$ cat src/rtl/ps_fifo_wavepool_decode.sv
// Elastic wavepool->decode stage: DEPTH-entry circular FIFO with valid/ready
// handshake, per-wavefront squash and global flush. Squashed entries keep
// their slot until the dead head is auto-dropped, one per cycle.
module ps_fifo_wavepool_decode #(
    parameter int unsigned  PC_W    = 32,
    parameter int unsigned  INSTR_W = 32,
    parameter int unsigned  WFID_W  = 6,
    parameter int unsigned  VGPR_W  = 10,
    parameter int unsigned  SGPR_W  = 9,
    parameter int unsigned  LDS_W   = 16,
    parameter int unsigned  DEPTH   = 2,
    localparam int unsigned CNT_W   = $clog2(DEPTH) + 1
) (
    input  logic               clk,
    input  logic               rst,
    input  logic               in_valid,
    output logic               in_ready,
    input  logic [PC_W-1:0]    in_pc,
    input  logic [INSTR_W-1:0] in_instr,
    input  logic [WFID_W-1:0]  in_wfid,
    input  logic [VGPR_W-1:0]  in_vgpr_base,
    input  logic [SGPR_W-1:0]  in_sgpr_base,
    input  logic [LDS_W-1:0]   in_lds_base,
    output logic               out_valid,
    input  logic               out_ready,
    output logic [PC_W-1:0]    out_pc,
    output logic [INSTR_W-1:0] out_instr,
    output logic [WFID_W-1:0]  out_wfid,
    output logic [VGPR_W-1:0]  out_vgpr_base,
    output logic [SGPR_W-1:0]  out_sgpr_base,
    output logic [LDS_W-1:0]   out_lds_base,
    input  logic               flush_valid,
    input  logic [WFID_W-1:0]  flush_wfid,
    input  logic               flush_all,
    output logic [CNT_W-1:0]   occupancy
);

    localparam int unsigned PTR_W = $clog2(DEPTH);

    logic [PC_W-1:0]    pc_q    [DEPTH];
    logic [INSTR_W-1:0] instr_q [DEPTH];
    logic [WFID_W-1:0]  wfid_q  [DEPTH];
    logic [VGPR_W-1:0]  vgpr_q  [DEPTH];
    logic [SGPR_W-1:0]  sgpr_q  [DEPTH];
    logic [LDS_W-1:0]   lds_q   [DEPTH];

    logic [DEPTH-1:0] live_q, live_d;
    logic [PTR_W-1:0] rd_ptr_q, rd_ptr_d;
    logic [PTR_W-1:0] wr_ptr_q, wr_ptr_d;
    logic [CNT_W-1:0] count_q, count_d;

    logic not_empty, head_live, head_squash, push, pop;

    // Handshake and head qualification; in_ready looks only at registered count
    always_comb begin
        not_empty   = (count_q != CNT_W'(0));
        head_live   = live_q[rd_ptr_q];
        head_squash = flush_all | (flush_valid & (wfid_q[rd_ptr_q] == flush_wfid));
        in_ready    = (count_q != CNT_W'(DEPTH));
        out_valid   = not_empty & head_live & ~head_squash;
        push        = in_valid & in_ready;
        pop         = (out_valid & out_ready) | (not_empty & ~head_live);
    end

    assign out_pc        = pc_q[rd_ptr_q];
    assign out_instr     = instr_q[rd_ptr_q];
    assign out_wfid      = wfid_q[rd_ptr_q];
    assign out_vgpr_base = vgpr_q[rd_ptr_q];
    assign out_sgpr_base = sgpr_q[rd_ptr_q];
    assign out_lds_base  = lds_q[rd_ptr_q];
    assign occupancy     = count_q;

    // Next-state for pointers, count and live bits (flush, pop, then push write)
    always_comb begin
        rd_ptr_d = rd_ptr_q;
        wr_ptr_d = wr_ptr_q;
        count_d  = count_q;
        live_d   = live_q;

        for (int i = 0; i < DEPTH; i++) begin
            if (flush_all || (flush_valid && (wfid_q[i] == flush_wfid))) begin
                live_d[i] = 1'b0;
            end
        end

        if (pop) begin
            live_d[rd_ptr_q] = 1'b0;
            rd_ptr_d         = rd_ptr_q + PTR_W'(1);
        end

        if (push) begin
            live_d[wr_ptr_q] = ~flush_all & ~(flush_valid && (in_wfid == flush_wfid));
            wr_ptr_d         = wr_ptr_q + PTR_W'(1);
        end

        if (push && !pop) begin
            count_d = count_q + CNT_W'(1);
        end else if (pop && !push) begin
            count_d = count_q - CNT_W'(1);
        end
    end

    // Control state register
    always_ff @(posedge clk or negedge rst) begin
        if (!rst) begin
            rd_ptr_q <= '0;
            wr_ptr_q <= '0;
            count_q  <= '0;
            live_q   <= '0;
        end else begin
            rd_ptr_q <= rd_ptr_d;
            wr_ptr_q <= wr_ptr_d;
            count_q  <= count_d;
            live_q   <= live_d;
        end
    end

    // Entry payload storage, written at wr_ptr on push
    always_ff @(posedge clk or negedge rst) begin
        if (!rst) begin
            for (int i = 0; i < DEPTH; i++) begin
                pc_q[i]    <= '0;
                instr_q[i] <= '0;
                wfid_q[i]  <= '0;
                vgpr_q[i]  <= '0;
                sgpr_q[i]  <= '0;
                lds_q[i]   <= '0;
            end
        end else if (push) begin
            pc_q[wr_ptr_q]    <= in_pc;
            instr_q[wr_ptr_q] <= in_instr;
            wfid_q[wr_ptr_q]  <= in_wfid;
            vgpr_q[wr_ptr_q]  <= in_vgpr_base;
            sgpr_q[wr_ptr_q]  <= in_sgpr_base;
            lds_q[wr_ptr_q]   <= in_lds_base;
        end
    end

endmodule

$ cat config.mk
export PLATFORM = sky130hd
export DESIGN_NAME = ps_fifo_wavepool_decode
export DESIGN_NICKNAME = d
export VERILOG_FILES = /design/src/rtl/ps_fifo_wavepool_decode.sv
export SDC_FILE = /design/constraint.sdc
export NUM_CORES = 1
export LEC_CHECK = 0
export CORE_ASPECT_RATIO = 1.25
export CORE_MARGIN = 5
export CORE_UTILIZATION = 45
export DETAILED_ROUTE_END_ITERATION = 8
export DONT_BUFFER_PORTS = 1
export PLACE_DENSITY = 0.68
export SLEW_MARGIN = 20
export SYNTH_ARGS = -nofsm -noshare
export SYNTH_HDL_FRONTEND = slang
export SYNTH_SLANG_ARGS = --single-unit
$ cat constraint.sdc
create_clock -name clk -period 3.7 [get_ports clk]
set_input_delay 0 -clock clk [delete_from_list [all_inputs] [get_ports clk]]
set_output_delay 0 -clock clk [all_outputs]
set_load 0.01 [all_outputs]
## Yosys cells after proc, flatten, opt, wreduce, memory -nomap -nowiden

Cells that the tools add are included.

- Order comparisons: 7
- Bitwise logic cells: 17
- Mux-type cells: 47
- $add $sub $neg: 4
- Eq/ne operators: 5
- Reductions and logical operators: 14

Operators with widths:

| kind | number |
|---|---|
| 2-to-1 mux 32 bit | 7 |
| bitwise mux 64 bit | 2 |
| 2-to-1 mux 16 bit | 4 |
| 2-to-1 mux 10 bit | 4 |
| 2-to-1 mux 9 bit | 4 |
| bitwise mux 32 bit | 1 |
| demux 32 bit (select 1 bit) | 1 |
| equality test 6 bit | 4 |
| 2-to-1 mux 6 bit | 4 |
| bitwise mux 20 bit | 1 |
| bitwise mux 18 bit | 1 |
| demux 16 bit (select 1 bit) | 1 |
| bitwise mux 12 bit | 1 |
| demux 10 bit (select 1 bit) | 1 |
| demux 9 bit (select 1 bit) | 1 |
| logical AND 1 bit | 8 |
| 2-to-1 mux 2 bit | 4 |
| AND 1 bit | 7 |
| demux 6 bit (select 1 bit) | 1 |
| 2-to-1 mux 1 bit | 6 |
| greater-or-equal comparator 2 bit (second input constant) | 2 |
| less-than comparator 1 x 2 -> 1 bit (second input constant) | 2 |
| NOT 1 bit | 4 |
| NOT 1 -> 2 bit | 2 |
| 14 further kinds | 21 |

- Logic and storage cells: 110
- Register bits: 216
- Input port bits: 117
- Output and inout port bits: 109

## Longest topological paths before layout

Gate-level depths: netlist of the first run.

- Word-level depth: 14
- Depth in mapped cells: 11
- Mapped depth without buffers: 9

## Worst setup path after synthesis of the first run

Ideal clock, no wire load.

- Kind: reg-to-reg
- From: reg rd_ptr_q
- To: reg count_q[1], in the netlist occupancy[1]
- Stages on the path, launching flop included: 12
- Path buffers: 2
- Setup time: 0.128 ns
- Clock period less this slack: 1.979 ns
- Arrival time: 1.851 ns
- Data required time: 3.572 ns
- Path slack: 1.721 ns
- Cells stage by stage: dfrtp_1 buf_6 buf_6 mux2i_2 xnor2_1 nor3_4 a21oi_1 o21ai_1 ha_1 xor2_1 nor2_1 xor2_1

- Cells in the longest elaborated chain, start to end: 14
- Elaborated cells between the ends (all ways): 21
- Classes of those cells: 1 x eq/ne; 6 x mux; 10 x bitwise; 4 x reduce/logical

RTL lines:

| element | line | text |
|---|---|---|
| start, declared | 48 | `logic [PTR_W-1:0] rd_ptr_q, rd_ptr_d;` |
| start signal, assigned | 111 | `rd_ptr_q <= rd_ptr_d;` |
| NOT 1 -> 2 bit (implied by the code) | 58 | `head_squash = flush_all \| (flush_valid & (wfid_q[rd_ptr_q] == flush_wfid));` |
| 2-to-1 mux 6 bit (implied by the code) (3 in series) | 58 |  |
| equality test 6 bit | 58 |  |
| AND 1 bit | 58 |  |
| bitwise OR 1 bit | 58 |  |
| NOT 1 bit | 60 | `out_valid = not_empty & head_live & ~head_squash;` |
| AND 1 bit | 60 |  |
| AND 1 bit | 62 | `pop = (out_valid & out_ready) \| (not_empty & ~head_live);` |
| bitwise OR 1 bit (*) | 62 |  |
| zero test 1 bit | 96 | `if (push && !pop) begin` |
| logical AND 1 bit | 96 |  |
| 2-to-1 mux 2 bit / nonzero test 2 bit (equally long branches) | n/a |  |
| end signal, assigned | 113 | `count_q <= count_d;` |
| end, declared | 50 | `logic [CNT_W-1:0] count_q, count_d;` |

Mark *: on every way between the ends. The rest lies on a longest branch, timed or not. The select of a mux whose other input is x is not followed.
A chain may end at the register's enable or synchronous reset.

## Final worst setup path of the first run

- From: reg count_q[0], in the netlist occupancy[0]
- To: reg live_q[0]

- Elaborated cells between the ends (all ways): 11
- Classes of those cells: 1 x eq/ne; 3 x mux; 6 x bitwise; 1 x reduce/logical

RTL lines:

| element | line | text |
|---|---|---|
| != test 2 bit | 59 | `in_ready = (count_q != CNT_W'(DEPTH));` |
| via in_ready | 17 | `output logic in_ready,` |
| AND 1 bit | 61 | `push = in_valid & in_ready;` |
| 2-to-1 mux 2 bit | 91 | `if (push) begin` |
| via live_d[0] | 47 | `logic [DEPTH-1:0] live_q, live_d;` |
| end signal, assigned | 114 | `live_q <= live_d;` |
| end, declared | 47 |  |

The timed path passes the listed nets, and every way through them passes these cells.

==> summary.txt, run 1 <==
Global route
  • First-pass GRT wire length: 34.6 mm
  • Largest net degree at the start of global routing: 217
  • Initial antenna violation count: 1
  • All-Layer GR Usage: 0.171
  • GRT Residual Overflow: 0
  • Vias in the first global route: 6545

Logic synthesis
  • Synth warnings: 0
  • Flops & latches, synth: 216
  • Post-synth top area share: 0.558
  • Count of cell types in the netlist: 37
  • Seq/Total Area, Yosys: 0.558
  • Mapped Cells: 642
  • Cell taking the most area after synthesis: dfrtp_1
  • Synth area leaders: dfrtp_1, mux2_2, xor2_1, buf_2, xnor2_1
  • Synth Area per Inst: 15.1 µm²
  • Mapped Nets: 760
  • Netlist Area Pre-Place: 9690 µm²

Timing
  • Final Hold Vio Count: 216
  • Worst hold margin: -0.796 ns
  • Crit path time final: 2.84 ns
  • RSZ-0062 raised after global routing: no
  • Final TNS setup: 0 ns
  • F_max: 0.353 GHz
  • # setup viols final: 0
  • Slew Limit Fails: 0
  • Clock Skew: 0.0145 ns
  • Slew @ Worst Pin: 0.762 ns
  • Worst Slack Setup Final: 0.864 ns
  • Fin crit share: 0.767
  • Worst slew margin: 0.492

Power
  • PD cells: 925 nW/µm²
  • Leak: 4.93 nW
  • Pwr Total: 0.0109 W
  • Peak VDD IR: 640 µV

Worst setup path
  • Worst R2R Path Depth: 7
  • Crit path launch type: register
  • Worst path max stage delay: 0.57 ns
  • Worst r2r src: occupancy[0]
  • Max FO, Critical Path: 6
  • Highest-delay cell along the critical path: dlygate4sd3_1
  • Crit path DAT: 3.20 ns
  • WS Path Type: reg -> reg
  • Most used cell, CP: dlygate4sd3_1
  • WP data required: 4.06 ns
  • R2r setup slk: 0.86 ns
  • FF-to-FF End: live_q[0]
  • Critical path capture point type: register
  • CP cell instances: nand2b_1, nand2_1, or2_2, nand4b_1, dlygate4sd3_1, o22ai_1, dlygate4sd3_1

Place
  • Port bufs: 0
  • DP Worst Slack: 1.13 ns
  • Placed cells: 892
  • Placed inst area: 9910 µm²
  • Hpwl dp: 14.2 mm
  • GPL Wtd Cong: 0.837

Layout
  • Non-filler cells, final: 1044
  • Layout cell share with drive strength beyond 1: 0.467
  • Design Area, Final: 11800 µm²
  • Reg area: 5410 µm²
  • Fillers: 1716
  • Nets: 869
  • Layout area overhead: 21.7%
  • Multi-input logic area: 4070 µm²

Routing
  • Routed len/inst: 20.5 µm
  • Vias per cell: 5.37
  • Pre-Repair DR Iteration Count: 4
  • Antenna Violating Nets Remaining: 0
  • Total Wirelength: 21.4 mm
  • DR vias: 5604
  • Residual DRC: 0
  • Iter 0 DRT Violations: 190

Clock network
  • Hold buffer count at cts: 114
  • Root Buffer: clkbuf_16
  • Max clock buf depth: 3
  • CTS buffer count: 22
  • Clock Sink Count: 216
  • Clk_lat worst skew: 0.49 ns
  • Postcts setup bufs: 0
  • CTS tree: yes
  • Clk slew on worst S/H paths: 0.06 ns
  • H-tree levels: 1
  • Post-cts resize count: 0

Job
  • Max_cap viols: 0

Status
  • Failing checks: hold timing
  • Status: finished, violations left

Floorplan
  • # rows: 60
  • Initial Util: 0.453
  • Core area: 21400 µm²
  • Die Wd: 141 µm
  • Area of the die: 24600 µm²
  • Die Y: 174 µm
  • Io pins: 226

Hold path
  • Hold/Removal Path Class: in -> async
==> worst max-delay path by stage <==
stage,end,slack (ns),cells past startpoint,startpoint
2_1_floorplan,occupancy[1],1.72,11,rd_ptr_q
3_3_place_gp,occupancy[1],1.21,8,rd_ptr_q
3_5_place_dp,occupancy[1],1.13,8,rd_ptr_q
4_1_cts,live_q[0],0.89,7,occupancy[0]
5_1_grt,live_q[1],0.76,6,occupancy[0]
6_report,live_q[0],0.86,7,occupancy[0]
==> cell usage in the layout, fill, tap and decap left out, types with 2 or more instances in the layout <==
cell type	count
mux2_2	309
buf_4	5
nand4_1	3
bufinv_16	2
a21oi_1	4
or4_1	2
inv_1	8
clkbuf_8	5
dfrtp_1	215
nor2b_1	2
xnor2_1	11
clkbuf_16	23
nand2b_1	2
or2_2	2
dlygate4sd3_1	114
nor2_1	3
nand2_1	3
mux2i_1	5
clkinv_2	3
clkbuf_1	4
xor2_1	16
nand4b_1	2
o22ai_1	2
==> layout make-up <==
class,instances,area share
Antenna cell,1,0.000212
Clock buffer,32,0.0559
Clock inverter,5,0.00637
Inverter,8,0.00255
Multi-Input combinational cell,383,0.345
Sequential cell,216,0.459
Tap cell,279,0.0296
Timing Repair Buffer,120,0.102
==> cell usage after synthesis <==
master / number
or4_1: 2
nand4b_1: 2
o21ai_1: 1
a211oi_1: 1
nand3_1: 1
mux2i_1: 5
dfrtp_1: 216
o21ai_0: 1
a32oi_1: 1
nor3_2: 1
mux2i_2: 1
o22ai_1: 2
a41o_1: 1
xor2_1: 16
or3_1: 1
inv_1: 8
a21oi_1: 4
or2_2: 2
nand2_1: 3
nor2_1: 3
buf_2: 22
clkbuf_1: 5
nand3_2: 1
nor2_2: 1
buf_6: 2
nor2b_1: 2
nor3_1: 1
nand4_1: 3
xnor2_1: 11
and4_1: 1
a21oi_2: 1
and3_1: 1
ha_1: 1
buf_4: 6
nor3_4: 1
nand2b_1: 2
mux2_2: 309
==> flip-flops by register name, summed over array words and instances, names as in the netlist <==
| register | flops |
|---|---|
| instr_q | 64 |
| pc_q | 64 |
| lds_q | 32 |
| vgpr_q | 20 |
| sgpr_q | 18 |
| wfid_q | 12 |
| live_q | 2 |
| occupancy | 2 |
| rd_ptr_q | 1 |
| wr_ptr_q | 1 |
==> where the power goes <==
part	total [W]	switching, W	internal (W)
clock	0.00223	0.000865	0.00137
sequential	0.00432	0.000728	0.00359
combinational	0.00436	0.00204	0.00232
==> layer usage <==
metal | wire length (µm) | track usage | share of wire
met1 | 7730 | 0.188 | 0.36
met2 | 11500 | 0.311 | 0.54
met3 | 1610 | 0.0534 | 0.075
met4 | 628 | 0.0569 | 0.029
met5 | 0 | 0 | 0
==> worst max-delay path, delay by kind of cell (launching register included) <==
kind / cells / cell delay (ns)
flops: 1 / 0.53
simple gates: 4 / 0.96
compound gates: 1 / 0.09
buf+inv: 2 / 1.12
==> cell families after synthesis <==
logic type,synth area share
xor gates and xnor gates,0.0244
and+or+nand+nor,0.0191
DFF,0.558
muxes,0.366
adders and majority gates,0.00129
buffers and inverters,0.0234
AOI/OAI and AO/OA,0.00801
==> per-stage QoR <==
step           hold slack, ns  utilization
2_1_floorplan          -0.296            -
3_3_place_gp           -0.288        0.463
3_5_place_dp           -0.286        0.463
4_1_cts                -0.825        0.551
5_1_grt                -0.828        0.551
6_report               -0.796        0.551
No activity file was read; power rests on OpenSTA's default activity.
==> inputs of run 2 (changes only) <==
--- a/config.mk
+++ b/config.mk
@@ -5,6 +5,7 @@
 export SDC_FILE = /design/constraint.sdc
 export NUM_CORES = 1
 export LEC_CHECK = 0
+export ABC_AREA = 1
 export CORE_ASPECT_RATIO = 1.25
 export CORE_MARGIN = 5
 export CORE_UTILIZATION = 45
==> constraint.sdc (replaced) <==
create_clock -name clk -period 2.8 [get_ports clk]
set_input_delay 0 -clock clk [delete_from_list [all_inputs] [get_ports clk]]
set_output_delay 0 -clock clk [all_outputs]
set_load 0.01 [all_outputs]
==> summary.txt, run 2 <==
Status
  • Status: finished, violations left
  • Failing checks: hold timing

Global route
  • Vias in the first global route: 8062 (+23%)
  • All-Layer GR Usage: 0.199 (+0.0275)
  • Initial antenna violation count: 0 (-1)
  • First-pass GRT wire length: 41.0 mm (+18%)
  • GRT Residual Overflow: 0 (unchanged)
  • Largest net degree at the start of global routing: 217 (unchanged)

Worst setup path
  • Worst r2r src: occupancy[0]
  • Critical Path Start: occupancy[0]
  • Worst path max stage delay: 0.55 ns (-0.02 ns)
  • Crit path launch type: register
  • R2r setup slk: 0.34 ns (-0.52 ns)
  • Max FO, Critical Path: 45 (+39)
  • WS Path Type: reg -> reg
  • WP data required: 3.25 ns (-0.81 ns)
  • CP cell instances: inv_2, nand2_2, nand2_2, inv_2, nand2_4, buf_4, nand3_1, nor2_1, nand2_1, dlygate4sd3_1, nand2_1
  • Critical path capture point type: register
  • Crit path DAT: 2.90 ns (-0.30 ns)
  • FF-to-FF End: live_q[1]
  • Highest-delay cell along the critical path: dlygate4sd3_1
  • Worst R2R Path Depth: 11 (+4)

Logic synthesis
  • Fraction of registers with async set/reset: 1.00 (unchanged)
  • Post-synth EDFFs: 0 (unchanged)
  • Flops & latches, synth: 216 (unchanged)
  • Synth warnings: 0 (unchanged)
  • Count of cell types in the netlist: 29 (-22%)
  • Synth Area per Inst: 7.90 µm² (-48%)
  • Most instantiated library cell after synthesis: nand2_1
  • Synth area leaders: dfrtp_1, nand2_1, o21ai_0, inv_1, buf_2
  • Post-synth top cells: nand2_1, dfrtp_1, o21ai_0
  • Mapped Nets: 1353 (+78%)
  • Post-synth top area share: 0.554 (-0.00379)
  • Prevailing post-synth register cell: dfrtp_1
  • Cell taking the most area after synthesis: dfrtp_1
  • Seq/Total Area, Yosys: 0.554 (-0.00379)
  • Mapped Cells: 1235 (+92%)
  • Netlist Area Pre-Place: 9750 µm² (+0.68%)

Timing
  • Worst slew margin: 0.533 (+0.0404)
  • RSZ-0062 raised after global routing: no
  • # setup viols final: 0 (unchanged)
  • Clock Skew: 0.0150 ns (+0.000415 ns)
  • Fin crit share: 0.877 (+0.110)
  • F_max: 0.407 GHz (+16%)
  • Slew Limit Fails: 0 (unchanged)
  • Slew @ Worst Pin: 0.701 ns (-0.0607 ns)
  • Final Hold Vio Count: 216 (unchanged)
  • Worst hold margin: -0.803 ns (-0.00674 ns)
  • Crit path time final: 2.46 ns (-0.381 ns)
  • Final TNS setup: 0 ns (unchanged)

Routing
  • DR vias: 8019 (+43%)
  • Routed len/inst: 15.2 µm (-26%)
  • Antenna Violating Nets Remaining: 0 (unchanged)
  • Iter 0 DRT Violations: 472 (+150%)
  • Residual DRC: 0 (unchanged)
  • Pre-Repair DR Iteration Count: 7 (+3)
  • Vias per cell: 4.97 (-7.5%)
  • Total Wirelength: 24.6 mm (+15%)

Clock network
  • Clk_lat worst skew: 0.51 ns (+0.02 ns)
  • CTS tree: yes
  • Clock Sink Count: 216 (unchanged)
  • Max clock buf depth: 3 (unchanged)
  • Postcts setup bufs: 0 (unchanged)
  • H-tree levels: 1 (unchanged)
  • Post-cts resize count: 0 (unchanged)
  • Clk slew on worst S/H paths: 0.06 ns (about the same)
  • Root Buffer: clkbuf_16
  • CTS buffer count: 24 (+9.1%)
  • Hold buffer count at cts: 111 (-2.6%)

Layout
  • Largest registers: instr_q (64), pc_q (64), lds_q (32)
  • Fillers: 1954 (+14%)
  • Most common cell after layout, fill and taps aside: nand2_1
  • Nets: 1437 (+65%)
  • Most frequent cells in the layout: nand2_1, dfrtp_1, o21ai_0
  • Design Area, Final: 11800 µm² (+0.31%)
  • Layout area overhead: 21.3%
  • Layout cell share with drive strength beyond 1: 0.0539 (-0.413)

Power
  • PD cells: 1150 nW/µm² (+24%)
  • Pwr Total: 0.0136 W (+25%)
  • Leak: 5.84 nW (+19%)
  • Peak VDD IR: 557 µV (-13%)

Floorplan
  • # rows: 60 (unchanged)
  • Initial Util: 0.454 (+0.00151)
  • Io pins: 226 (unchanged)
  • Die Y: 175 µm (+0.32%)
  • Core area: 21500 µm² (+0.35%)
  • Area of the die: 24700 µm² (+0.64%)
  • Die Wd: 142 µm (+0.32%)

Place
  • GPL Wtd Cong: 0.864 (+3.1%)
  • Placed inst area: 9920 µm² (about the same)
  • Port bufs: 0 (unchanged)
  • Hpwl dp: 15.1 mm (+6.3%)

Job
  • Max_cap viols: 0 (unchanged)

Hold path
  • Hold/Removal Path Class: in -> async
run 2: changes by cell type after synthesis, moves of 5 or more:
cell,previous run,this run
buf_2,22,33
clkbuf_1,5,25
inv_1,8,117
inv_2,0,5
mux2_2,309,0
mux2i_1,5,0
nand2_1,3,565
nand2_2,0,6
nand3_1,1,8
o21ai_0,1,210
xnor2_1,11,6
xor2_1,16,2
run 2: power by group:
part           switching [W]  internal [W]  total [W]  leakage [nW]
Combinational        0.00358       0.00153    0.00512          2.78
Sequential          0.000688       0.00462    0.00530          2.67
Clock                0.00127       0.00191    0.00318         0.385
Total                0.00554       0.00806     0.0136          5.84
run 2: area by class of cell:
cell class	instances	area (µm²)	area share
clock buffers	29	641	0.0542
multi-input cells	828	3530	0.299
flip-flops and latches	216	5410	0.457
well taps	279	349	0.0295
clock inverters	13	154	0.0130
repair buffers	127	1280	0.108
diodes	1	2.50	0.000212
inverters	122	459	0.0388
run 2: stage by stage:
stage,utilization,instances,worst slack [ns]
6_report,0.551,1615,0.345
2_1_floorplan,-,1235,0.916
5_1_grt,0.551,1614,0.157
3_3_place_gp,0.462,1461,0.637
4_1_cts,0.551,1614,0.310
3_5_place_dp,0.462,1461,0.610
run 2: logic make-up (layout without fill, tap and decap cells):
kind of cell             Yosys count  in the layout  share of synthesized area
adder cells (fa/ha/maj)            1              1                    0.00128
other                              0              1                          0
AO/OA/AOI/OAI                    227            227                      0.118
buffers and inverters            191            291                     0.0847
AND/OR/NAND/NOR                  592            592                      0.234
XOR/XNOR                           8              8                    0.00718
flip-flops                       216            216                      0.554
run 2: per-layer routing:
metal	routed length, µm	GRT usage	part of all wire	vias to the layer above
li1	-	-	-	3973
met1	10400	0.264	0.42	3752
met2	11700	0.324	0.47	248
met3	1820	0.0452	0.074	46
met4	734	0.0668	0.030	0
met5	0	0	0	-
run 2: critical path, delay by kind of cell (launching register included):
family / cells / cell delay [ns]
buffers and inverters: 4 / 1.21
flip-flops: 1 / 0.49
AND/OR/NAND/NOR: 7 / 0.68
run 2: how the worst max path moves through the flow:
stage                         endpoint  slack [ns]  depth (start not counted)
after floorplan           occupancy[1]        0.92                         14
after global placement    occupancy[1]        0.64                         15
after detailed placement  occupancy[1]        0.61                         15
after CTS                    live_q[1]        0.31                         11
after global routing         live_q[1]        0.16                         11
final                        live_q[1]        0.34                         11
